[src/rtl/trap_ctrl.sv]
// trap_ctrl: machine-mode trap controller for the single-cycle RV32 core.
//
// It latches rising edges on the external interrupt lines as pending bits,
// picks the highest-priority event on each retiring instruction, saves the
// trap state (mepc/mcause) and asks the fetch mux for a PC redirect.
//
// Ports:
//   clk, rst_n          clock, asynchronous active-low reset
//   instr_valid         an instruction retires this cycle
//   pc, pc_next         PC of the retiring instruction and its successor
//   int_cause           decoder cause: 0 none, 1/3 illegal, 2 ECALL
//   mret                decoder MRET strobe
//   irq, irq_en         level interrupt lines and per-line enables
//   redirect            fetch mux must take redirect_pc this cycle
//   redirect_pc         redirect target (TRAP_VEC when idle)
//   mepc, mcause        saved return PC and cause
//   in_handler          state is HANDLER
//   pending             latched interrupt edges
//
// Build option: define TRAP_IRQ_SYNC_EN to put a two-flop synchronizer on
// every irq line ahead of edge detection (adds 2 cycles of latency).
//
// State table:
//   state   | meaning
//   RUN     | normal execution, interrupts may be taken
//   HANDLER | inside trap handler, interrupts held pending

module trap_ctrl #(
  parameter int          NUM_IRQ  = 4,
  parameter logic [31:0] TRAP_VEC = 32'h0000_0100
) (
  input  logic               clk,
  input  logic               rst_n,
  input  logic               instr_valid,
  input  logic [31:0]        pc,
  input  logic [31:0]        pc_next,
  input  logic [1:0]         int_cause,
  input  logic               mret,
  input  logic [NUM_IRQ-1:0] irq,
  input  logic [NUM_IRQ-1:0] irq_en,
  output logic               redirect,
  output logic [31:0]        redirect_pc,
  output logic [31:0]        mepc,
  output logic [31:0]        mcause,
  output logic               in_handler,
  output logic [NUM_IRQ-1:0] pending
);

  typedef enum logic {RUN = 1'b0, HANDLER = 1'b1} state_t;

  state_t state, state_nxt;

  logic [NUM_IRQ-1:0] irq_s;
  logic [NUM_IRQ-1:0] irq_q;
  logic [NUM_IRQ-1:0] irq_prev;
  logic [NUM_IRQ-1:0] rise;
  logic [NUM_IRQ-1:0] avail;
  logic [NUM_IRQ-1:0] irq_hot;
  logic [NUM_IRQ-1:0] clr_mask;
  logic [4:0]         irq_idx;
  logic               irq_found;
  logic               take_exc;
  logic               take_mret;
  logic               take_irq;
  logic [31:0]        exc_code;

`ifdef TRAP_IRQ_SYNC_EN
  logic [NUM_IRQ-1:0] sync1, sync2;

  always_ff @(posedge clk or negedge rst_n) begin
    if (!rst_n) begin
      sync1 <= '0;
      sync2 <= '0;
    end else begin
      sync1 <= irq;
      sync2 <= sync1;
    end
  end

  assign irq_s = sync2;
`else
  assign irq_s = irq;
`endif

  // Sample register plus previous-value register: an edge captured at
  // clock N becomes a pending bit at N+1.
  always_ff @(posedge clk or negedge rst_n) begin
    if (!rst_n) begin
      irq_q    <= '0;
      irq_prev <= '0;
    end else begin
      irq_q    <= irq_s;
      irq_prev <= irq_q;
    end
  end

  assign rise = irq_q & ~irq_prev;

  // Event decode. MRET outside a handler is an illegal instruction.
  always_comb begin
    take_exc  = instr_valid && ((int_cause != 2'd0) || (mret && state == RUN));
    take_mret = instr_valid && !take_exc && mret && (state == HANDLER);
    exc_code  = (int_cause == 2'd2) ? 32'd11 : 32'd2;
    avail     = pending & irq_en;
    irq_hot   = '0;
    irq_idx   = '0;
    irq_found = 1'b0;
    for (int i = 0; i < NUM_IRQ; i++) begin
      if (avail[i] && !irq_found) begin
        irq_found  = 1'b1;
        irq_idx    = 5'(i);
        irq_hot[i] = 1'b1;
      end
    end
    take_irq = instr_valid && !take_exc && !take_mret && (state == RUN) && irq_found;
    clr_mask = take_irq ? irq_hot : '0;
  end

  // State register
  always_ff @(posedge clk or negedge rst_n) begin
    if (!rst_n) state <= RUN;
    else        state <= state_nxt;
  end

  // Next state
  always_comb begin
    state_nxt = state;
    if (take_exc || take_irq) state_nxt = HANDLER;
    else if (take_mret)       state_nxt = RUN;
  end

  // Outputs
  always_comb begin
    redirect    = take_exc || take_mret || take_irq;
    redirect_pc = take_mret ? mepc : TRAP_VEC;
    in_handler  = (state == HANDLER);
  end

  // Trap state and pending bits; a new edge beats a same-cycle clear.
  always_ff @(posedge clk or negedge rst_n) begin
    if (!rst_n) begin
      mepc    <= '0;
      mcause  <= '0;
      pending <= '0;
    end else begin
      pending <= (pending & ~clr_mask) | rise;
      if (take_exc) begin
        mepc   <= pc;
        mcause <= exc_code;
      end else if (take_irq) begin
        mepc   <= pc_next;
        mcause <= 32'h8000_0000 | ({27'd0, irq_idx} + 32'd16);
      end
    end
  end

endmodule

[config.mk]
export PLATFORM = sky130hd
export DESIGN_NAME = trap_ctrl
export DESIGN_NICKNAME = d
export VERILOG_FILES = /design/src/rtl/trap_ctrl.sv
export SDC_FILE = /design/constraint.sdc
export NUM_CORES = 1
export LEC_CHECK = 0
export CAP_MARGIN = 20
export CORE_ASPECT_RATIO = 1.4
export CORE_MARGIN = 8
export CORE_UTILIZATION = 35
export CTS_BUF_LIST = sky130_fd_sc_hd__clkbuf_4 sky130_fd_sc_hd__clkbuf_8
export CTS_CLUSTER_DIAMETER = 50
export DETAILED_ROUTE_END_ITERATION = 12
export DONT_BUFFER_PORTS = 1
export GPL_TIMING_DRIVEN = 0
export PLACE_DENSITY_LB_ADDON = 0.3
export SYNTH_ARGS = -nofsm -noshare
export SYNTH_HDL_FRONTEND = slang
export SYNTH_SLANG_ARGS = --single-unit
[constraint.sdc]
create_clock -name clk -period 1.9 [get_ports clk]
set_clock_uncertainty 0.05 [all_clocks]
set_input_delay 0.19 -clock clk [delete_from_list [all_inputs] [get_ports clk]]
set_output_delay 0.19 -clock clk [all_outputs]
set_load 0.005 [all_outputs]
# Yosys cells after proc, flatten, opt, wreduce, memory -nomap -nowiden
# Cells that the tools add are included.
word_totals:
  register_bits: 77
  in_bits: 78
  output_inout_bits: 102
  word_cells: 57
op_classes:
  n_addsub: 1
  eq_ne: 1
  muxes: 19
  bitwise: 7
  n_reduce_logical: 23
ops:
  columns: ["operator", "n"]
  rows:
  - ["32-bit 2-to-1 mux", 5]
  - ["4-bit AND", 3]
  - ["1-bit logical AND", 11]
  - ["1-bit 2-to-1 mux", 10]
  - ["4-bit 2-to-1 mux", 2]
  - ["4-bit NOT", 2]
  - ["5-bit by 5-bit adder with 6-bit output (second input constant)", 1]
  - ["2-bit nonzero test", 3]
  - ["1-bit logical NOT", 5]
  - ["5-bit 2-to-1 mux", 1]
  - ["1-bit logical OR", 4]
  - ["4-bit bitwise OR", 1]
  - ["2-bit == test (second input constant)", 1]
  - ["2-bit 2-to-1 mux", 1]
  - ["1-bit NOT", 1]

# Depth between registers and ports, before layout
depth:
  ltp_word: 16
  mapped_depth: 7
  depth_no_buf: 4

# Worst setup path after synthesis
# No wires, ideal clock.
synth_path:
  kind: "reg-to-output"
  start: "register pending[0]"
  end: "output port redirect"
  arrival_time_ns: 1.577
  required_time_ns: 1.660
  slack_ns: 0.083
  stages_incl_launch_ff: 6
  n_path_buf: 1
  path_cell_list: "dfrtp_1 a222oi_1 a211o_1 buf_4 nand2_1 or2_1"
synth_via:
  elab_chain_cells: 13
synth_rtl:
  columns: ["item", "line", "text"]
  rows:
  - ["from (decl)", "46", "output logic [NUM_IRQ-1:0] pending"]
  - ["from (signal assigned)", "146", "pending <= (pending & ~clr_mask) | rise;"]
  - ["4-bit AND *", "104", "avail = pending & irq_en;"]
  - ["1-bit 2-to-1 mux *", "109", "if (avail[i] && !irq_found) begin"]
  - ["1-bit logical NOT", "109", null]
  - ["1-bit logical AND", "109", null]
  - ["1-bit 2-to-1 mux *", "109", null]
  - ["1-bit logical NOT", "109", null]
  - ["1-bit logical AND", "109", null]
  - ["1-bit 2-to-1 mux *", "109", null]
  - ["1-bit logical NOT", "109", null]
  - ["1-bit logical AND", "109", null]
  - ["1-bit 2-to-1 mux *", "109", null]
  - ["1-bit logical AND *", "115", "take_irq = instr_valid && !take_exc && !take_mret && (state == RUN) && irq_found;"]
  - ["1-bit logical OR *", "134", "redirect = take_exc || take_mret || take_irq;"]
  - ["to (decl)", "41", "output logic redirect,"]
# Every way passes the cells marked *; elsewhere a longest branch is shown, timed or not.

# Final worst setup path
# Same ends and word-level chain as after synthesis.

==> run metrics <==
r2r worst-path depth=8; routed wire length=8850 um; outcome=finished, violations left; # setup viols final=3; Core Area=7220 um^2; Adder-Cell Fraction of Synth Area=0%; hpwl dp=6260 um; clock period minus worst slack=1.96 ns; Final GP Congestion=0.747; Worst Setup End Kind=primary output; Pwr Density=633 nW/um^2; final period utilization=103%; CP endpoint=redirect; Crit Path Class=register to primary output; prevailing post-synth register cell=dfrtp_1; worst vdd ir=0.275 mV; synthesized area per cell=8.64 um^2; largest family of logic cells by synthesized area=simple AND/OR/NAND/NOR gates; Inst Count DP=419; Post-Synth XOR/XNOR Area=0%; Crit Reg-Reg Startpoint=pending[0]; layout cell share with drive strength beyond 1=15.8%; DRT iter0 DRCs=133; Arr. time, crit path=1.72 ns; R2R Setup Slk=0 ns; Place WS=-0.465 ns; Die Wd=88.2 um; # fillers=686; synthesized instance count=296; post-synthesis compound-gate area fraction=12.9%; maxcap violations=0; io pins=180; Layout Nets=469; area growth from synthesis to layout=40.6%; vias in the first global route=2558; Post-Syn Area=2560 um^2; Final Slew Violations=0; Synth Warn #=0; Post-synth EDFFs=0; reg2reg end=mepc[9]; Num CTS Buffers=5; total number of vias=2408; Total Power=2.28 mW; GRT Resource Usage Total=16.5%; simple-gate area share of the yosys netlist=25.6%; maximum fanout along the worst path=5; largest net degree at the start of global routing=50; Avg WL per Cell=18.1 um; max frequency=0.509 GHz; Area contributors post-synth=dfrtp_1 48%, nand2_1 10%, buf_4 8.5%; Hold Crit Class=input pin to register; die area=10300 um^2; initial antenna violation count=0; root buf cell=clkbuf_8; post-DR vias/cell=4.92; Worst-Margin Slew=0.577 ns; Unique masters post-synth=29; #FFs+latches synth=49; I/O Buffers=0; placed cell area=2780 um^2; n_diodes=0; first-pass GRT wire length=13200 um; failing checks=negative setup slack; share of the synthesized area in the top cell type=48.0%; Die Span Y=117 um; critical path startpoint category=register; starting density of the core=35.4%; grt total ovfl=0; Clock transition at path regs=0.09 ns; FFs w/ async S/R, synth=100%; Final Hold Fails=0; Post-synth top cells=71 x nand2_1, 49 x dfrtp_1, 34 x nor2_1, 33 x a31oi_1, 31 x and2_1; slew margin rel.=61.6%; post-route antenna net violation count=0; crit path from=pending[0]; DRT Pass-1 Iters=4; TritonCTS Sinks=49; mux cell area share after synthesis=0%; CP required=1.66 ns; post-synth top area cell=dfrtp_1; Leak Pwr=1.69 nW; count leader, synth=nand2_1; register area share after synthesis=48.0%; post-route cell area=3590 um^2; CTS tree=built; RSZ-0062 raised after global routing=true; Layout Cells excl Fill=489; H-Tree Depth=2; Final WS setup=-0.0633 ns; DRC violations left=0; buffer depth of the longest clock path=2; clk_lat worst skew=0.30 ns; # rows=37
[per-layer routing]
| layer | global-route usage, % | routed length [um] | up-vias |
|---|---|---|---|
| li1 | - | - | 1108 |
| met1 | 17.0 | 3230 | 1160 |
| met2 | 30.7 | 4670 | 124 |
| met3 | 3.91 | 723 | 16 |
| met4 | 6.68 | 232 | 0 |
| met5 | 0 | 0 | - |
[cells in the final DEF (no fill, tap or decap), drive strengths merged]
cell type	instances
buf	41
dfrtp	49
o211ai	1
o221ai	1
or3b	1
a32oi	1
nor2b	1
nand3b	1
o31ai	2
nand4	1
or2	2
clkbuf	21
o21a	1
a211oi	1
nor2	34
and2	31
a22o	4
or3	1
a31oi	33
conb	27
nand3	3
inv	6
nand2	71
nor3	1
a222oi	1
a211o	1
a2bb2oi	1
dlygate4sd3	54
[timing repair]
item                                   4_1_cts  5_1_grt
resized for setup                           13       12
pin swaps                                    4       11
endpoints found under the hold margin       84        0
cloned                                       0        2
setup buffers                                5        1
hold buffers                                55        0
setup endpoints to repair                   67       66
[stage by stage]
| step | hold slack [ns] | setup TNS (ns) | utilization [%] |
|---|---|---|---|
| finish | 0.00608 | -0.0689 | 49.8 |
| global route | 0.0116 | -4.57 | 49.8 |
| CTS | 0.000158 | -0.380 | 48.7 |
| detailed placement | -0.154 | -14.12 | 38.4 |
| global placement | -0.154 | -13.09 | 38.4 |
| floorplan | -0.156 | 0 | - |
[where the power goes]
part | total (mW) | internal (mW) | switching, mW
sequential | 1.25 | 1.14 | 0.104
combinational | 0.393 | 0.206 | 0.187
clock | 0.637 | 0.305 | 0.331
total | 2.28 | 1.65 | 0.622
[kinds of logic after synthesis]
| family | count (synthesis) |
|---|---|
| flip-flops | 49 |
| other | 1 |
| buffers and inverters | 52 |
| AND/OR/NAND/NOR | 147 |
| AO/OA/AOI/OAI | 47 |
[worst max-delay path, stage by stage (launching register included)]
cell and delay (ns):
dfrtp_2 0.45, a222oi_1 0.35, buf_4 0.18, a211o_1 0.15, nand2_2 0.05, or2_1 0.24
[sequential cells by signal, indices dropped and copies added (netlist names)]
| register | count |
|---|---|
| mepc | 32 |
| irq_prev | 4 |
| irq_q | 4 |
| mcause | 4 |
| pending | 4 |
| in_handler | 1 |
[area by class of cell]
class	count	area (um^2)	area share, %
sequential	49	1230	34.2
buffer	45	335	9.33
clock buffer	8	91.3	2.54
tap	97	121	3.38
timing repair buffer	63	676	18.8
multi-input combinational	221	1120	31.1
inverter	6	22.5	0.627
[how the worst min path moves through the flow]
stage                            from         end  slack (ns)  cells after the start
after floorplan                 rst_n  in_handler       -0.16                      0
after global placement          rst_n    irq_q[0]       -0.15                      0
after global routing            pc[0]     mepc[0]        0.01                      2
after detailed placement        rst_n    irq_q[0]       -0.15                      0
final                     pc_next[20]    mepc[20]       0.006                      2
after CTS                 pc_next[20]    mepc[20]      0.0002                      2
(Power assumes the default switching activity.)
==> RTL edit: new RTL, config.mk and constraints unchanged <==
Take the reset off `pending` and load it in a clocked block of its own.
--- a/src/rtl/trap_ctrl.sv
+++ b/src/rtl/trap_ctrl.sv
@@ -143,5 +143,3 @@
       mcause  <= '0;
-      pending <= '0;
     end else begin
-      pending <= (pending & ~clr_mask) | rise;
       if (take_exc) begin
@@ -156,2 +154,6 @@
 
+  always_ff @(posedge clk) begin
+    pending <= (pending & ~clr_mask) | rise;
+  end
+
 endmodule
Formal check against the unedited RTL: differs if rst_n is asserted again (counterexample within 4 cycles, from zero or initial values and one cycle with rst_n low); with rst_n held inactive, the same outputs for 10 cycles.
==> RTL edit against the original RTL <==
The flow still finishes with violations (setup timing); wire length up 0.58%; final area up 1.4%; register-to-register slack better by 0.08 ns; count of clock-buffer cells in the layout unchanged; synthesized area down 0.78%; first-iteration DRC count down 5.3%; worst setup slack better by 0.038 ns; sequential cell count unchanged; via count up 2.4%; power up 1.8%; largest cell class unchanged.
==> RTL edit: results (changes against the original RTL) <==
Crit Path Category reg -> out; layout cells sized above 1 14.9% (-0.93 points); H-tree depth 2 (unchanged); number of port buffers 0 (unchanged); fraction of registers with async set/reset 91.8% (-8.2 points); Num CTS Buffers 5 (unchanged); Distinct cells, synth 30 (+3.4%); Tightest Pin Transition 0.508 ns (-0.0683 ns); initial antenna violation count 0 (unchanged); drt first pass iters 4 (unchanged); gr usage total 17.6% (+1.1 points); largest cells by area after synthesis dfrtp_1, nand2_1, buf_4; Total Wirelength 8.90 mm (+0.58%); Seq/Total Area, Yosys 47.6% (-0.41 points); Final Setup Violations 1 (-2); CTS clk-pin slew, worst paths 0.08 ns; FF-to-FF setup slack 0.08 ns (+0.08 ns); RePlAce Congestion 0.784 (+4.9%); peak supply drop 0.350 mV (+27%); failing checks setup timing; r2r endpoint mepc[31]$_DFFE_PN0P_; crit path to redirect; Hold Path Class in -> reg; CP max FO 5 (unchanged); Avg WL per Cell 17.9 µm (-1.2%); count leader, synth nand2_1; WP data arrival 1.69 ns (-0.03 ns); CTS Buffer Depth 2 (unchanged); vias in the first global route 2708 (+5.9%); outcome finished, violations left; first-pass GRT wire length 14.0 mm (+5.5%); max FFs per register 32 (unchanged); Largest Register mepc; routed via count 2465 (+2.4%); Lkg Pwr 1.71 nW (+1.1%); Net count, final 480 (+2.3%); reg2reg path depth 6 (-2); ANT cells 0 (unchanged); final setup TNS -0.0251 ns (+0.0438 ns); Worst R2R Start pending[0]$_DFF_P_; final setup margin -0.0251 ns (+0.0382 ns); largest net degree at the start of global routing 46 (-8.0%); insertion delay to the later sink of the worst-skew pair ~0.31 ns; commonest cells in the netlist nand2_1, dfrtp_1, nor2_1, a31oi_1, and2_1; Synth warnings 0 (unchanged); Placed Cells 417 (-0.48%); Post-DP HPWL 6.19 mm (-1.0%); Mapped Cells 296 (unchanged); DRC marker count from the first detailed-route iteration 126 (-5.3%); clock tree root driver cell clkbuf_8
[RTL edit: changes by cell type after synthesis]
cell     delta
dfrtp_1     -4
dfxtp_1     +4
[RTL edit: routing by layer]
layer	vias to the layer above	track usage (%)	routed length, µm
met5	-	0	0
met4	0	7.83	214
met3	17	5.99	883
met2	144	31.7	4640
met1	1173	17.8	3160
li1	1131	-	-
[RTL edit: cell type report]
class	instances	area, µm²
plain buffers	45	328
clock buffers	8	97.6
fillers	635	3340
inverters	6	22.5
multi-input cells	221	1120
flip-flops and latches	49	1210
well taps	95	119
repair buffers	74	746
[RTL edit: worst max-delay path, stage by stage (launching register included)]
cell and delay (ns):
dfxtp_4 0.37, a222oi_1 0.46, a211o_1 0.24, nand2_2 0.07, or2_1 0.25
[RTL edit: report_power, final]
part	switching, mW	internal (mW)
combinational	0.189	0.223
clock	0.337	0.326
sequential	0.104	1.14
[RTL edit: stage by stage]
step	worst slack [ns]	area, µm²	hold slack [ns]
floorplan	0.133	2630	-0.156
global placement	-0.472	2750	-0.154
detailed placement	-0.463	2750	-0.155
CTS	-0.0725	3620	0.000549
global route	-0.0938	3640	0.000355
finish	-0.0251	3640	0.00639
[RTL edit: what timing repair did]
item                       4_1_cts  5_1_grt
hold endpoints to repair        82        0
hold buffers                    69        0
setup endpoints to repair       67       51
buffers inserted                 3        2
pin swaps                        3        5
resized for setup               13       10
[RTL edit: worst min path at each step]
stage | from | to | slack [ns] | depth (start not counted)
final | pc[1] | mepc[1]$_DFFE_PN0P_ | 0.006 | 2
after global routing | irq_en[1] | pending[1]$_DFF_P_ | 0.0004 | 2
after CTS | pc[1] | mepc[1]$_DFFE_PN0P_ | 0.0005 | 2
after global placement | rst_n | mepc[10]$_DFFE_PN0P_ | -0.15 | 0
after detailed placement | rst_n | mepc[10]$_DFFE_PN0P_ | -0.15 | 0
after floorplan | rst_n | in_handler$_DFFE_PN0P_ | -0.16 | 0
[RTL edit: kinds of logic (layout without fill, tap and decap cells)]
family	Yosys count	count (layout)	synth area share (%)
DFF	49	49	47.6
other	1	27	0.148
AOI/OAI and AO/OA	47	47	13.0
buffers and inverters	52	133	13.5
and+or+nand+nor	147	147	25.9
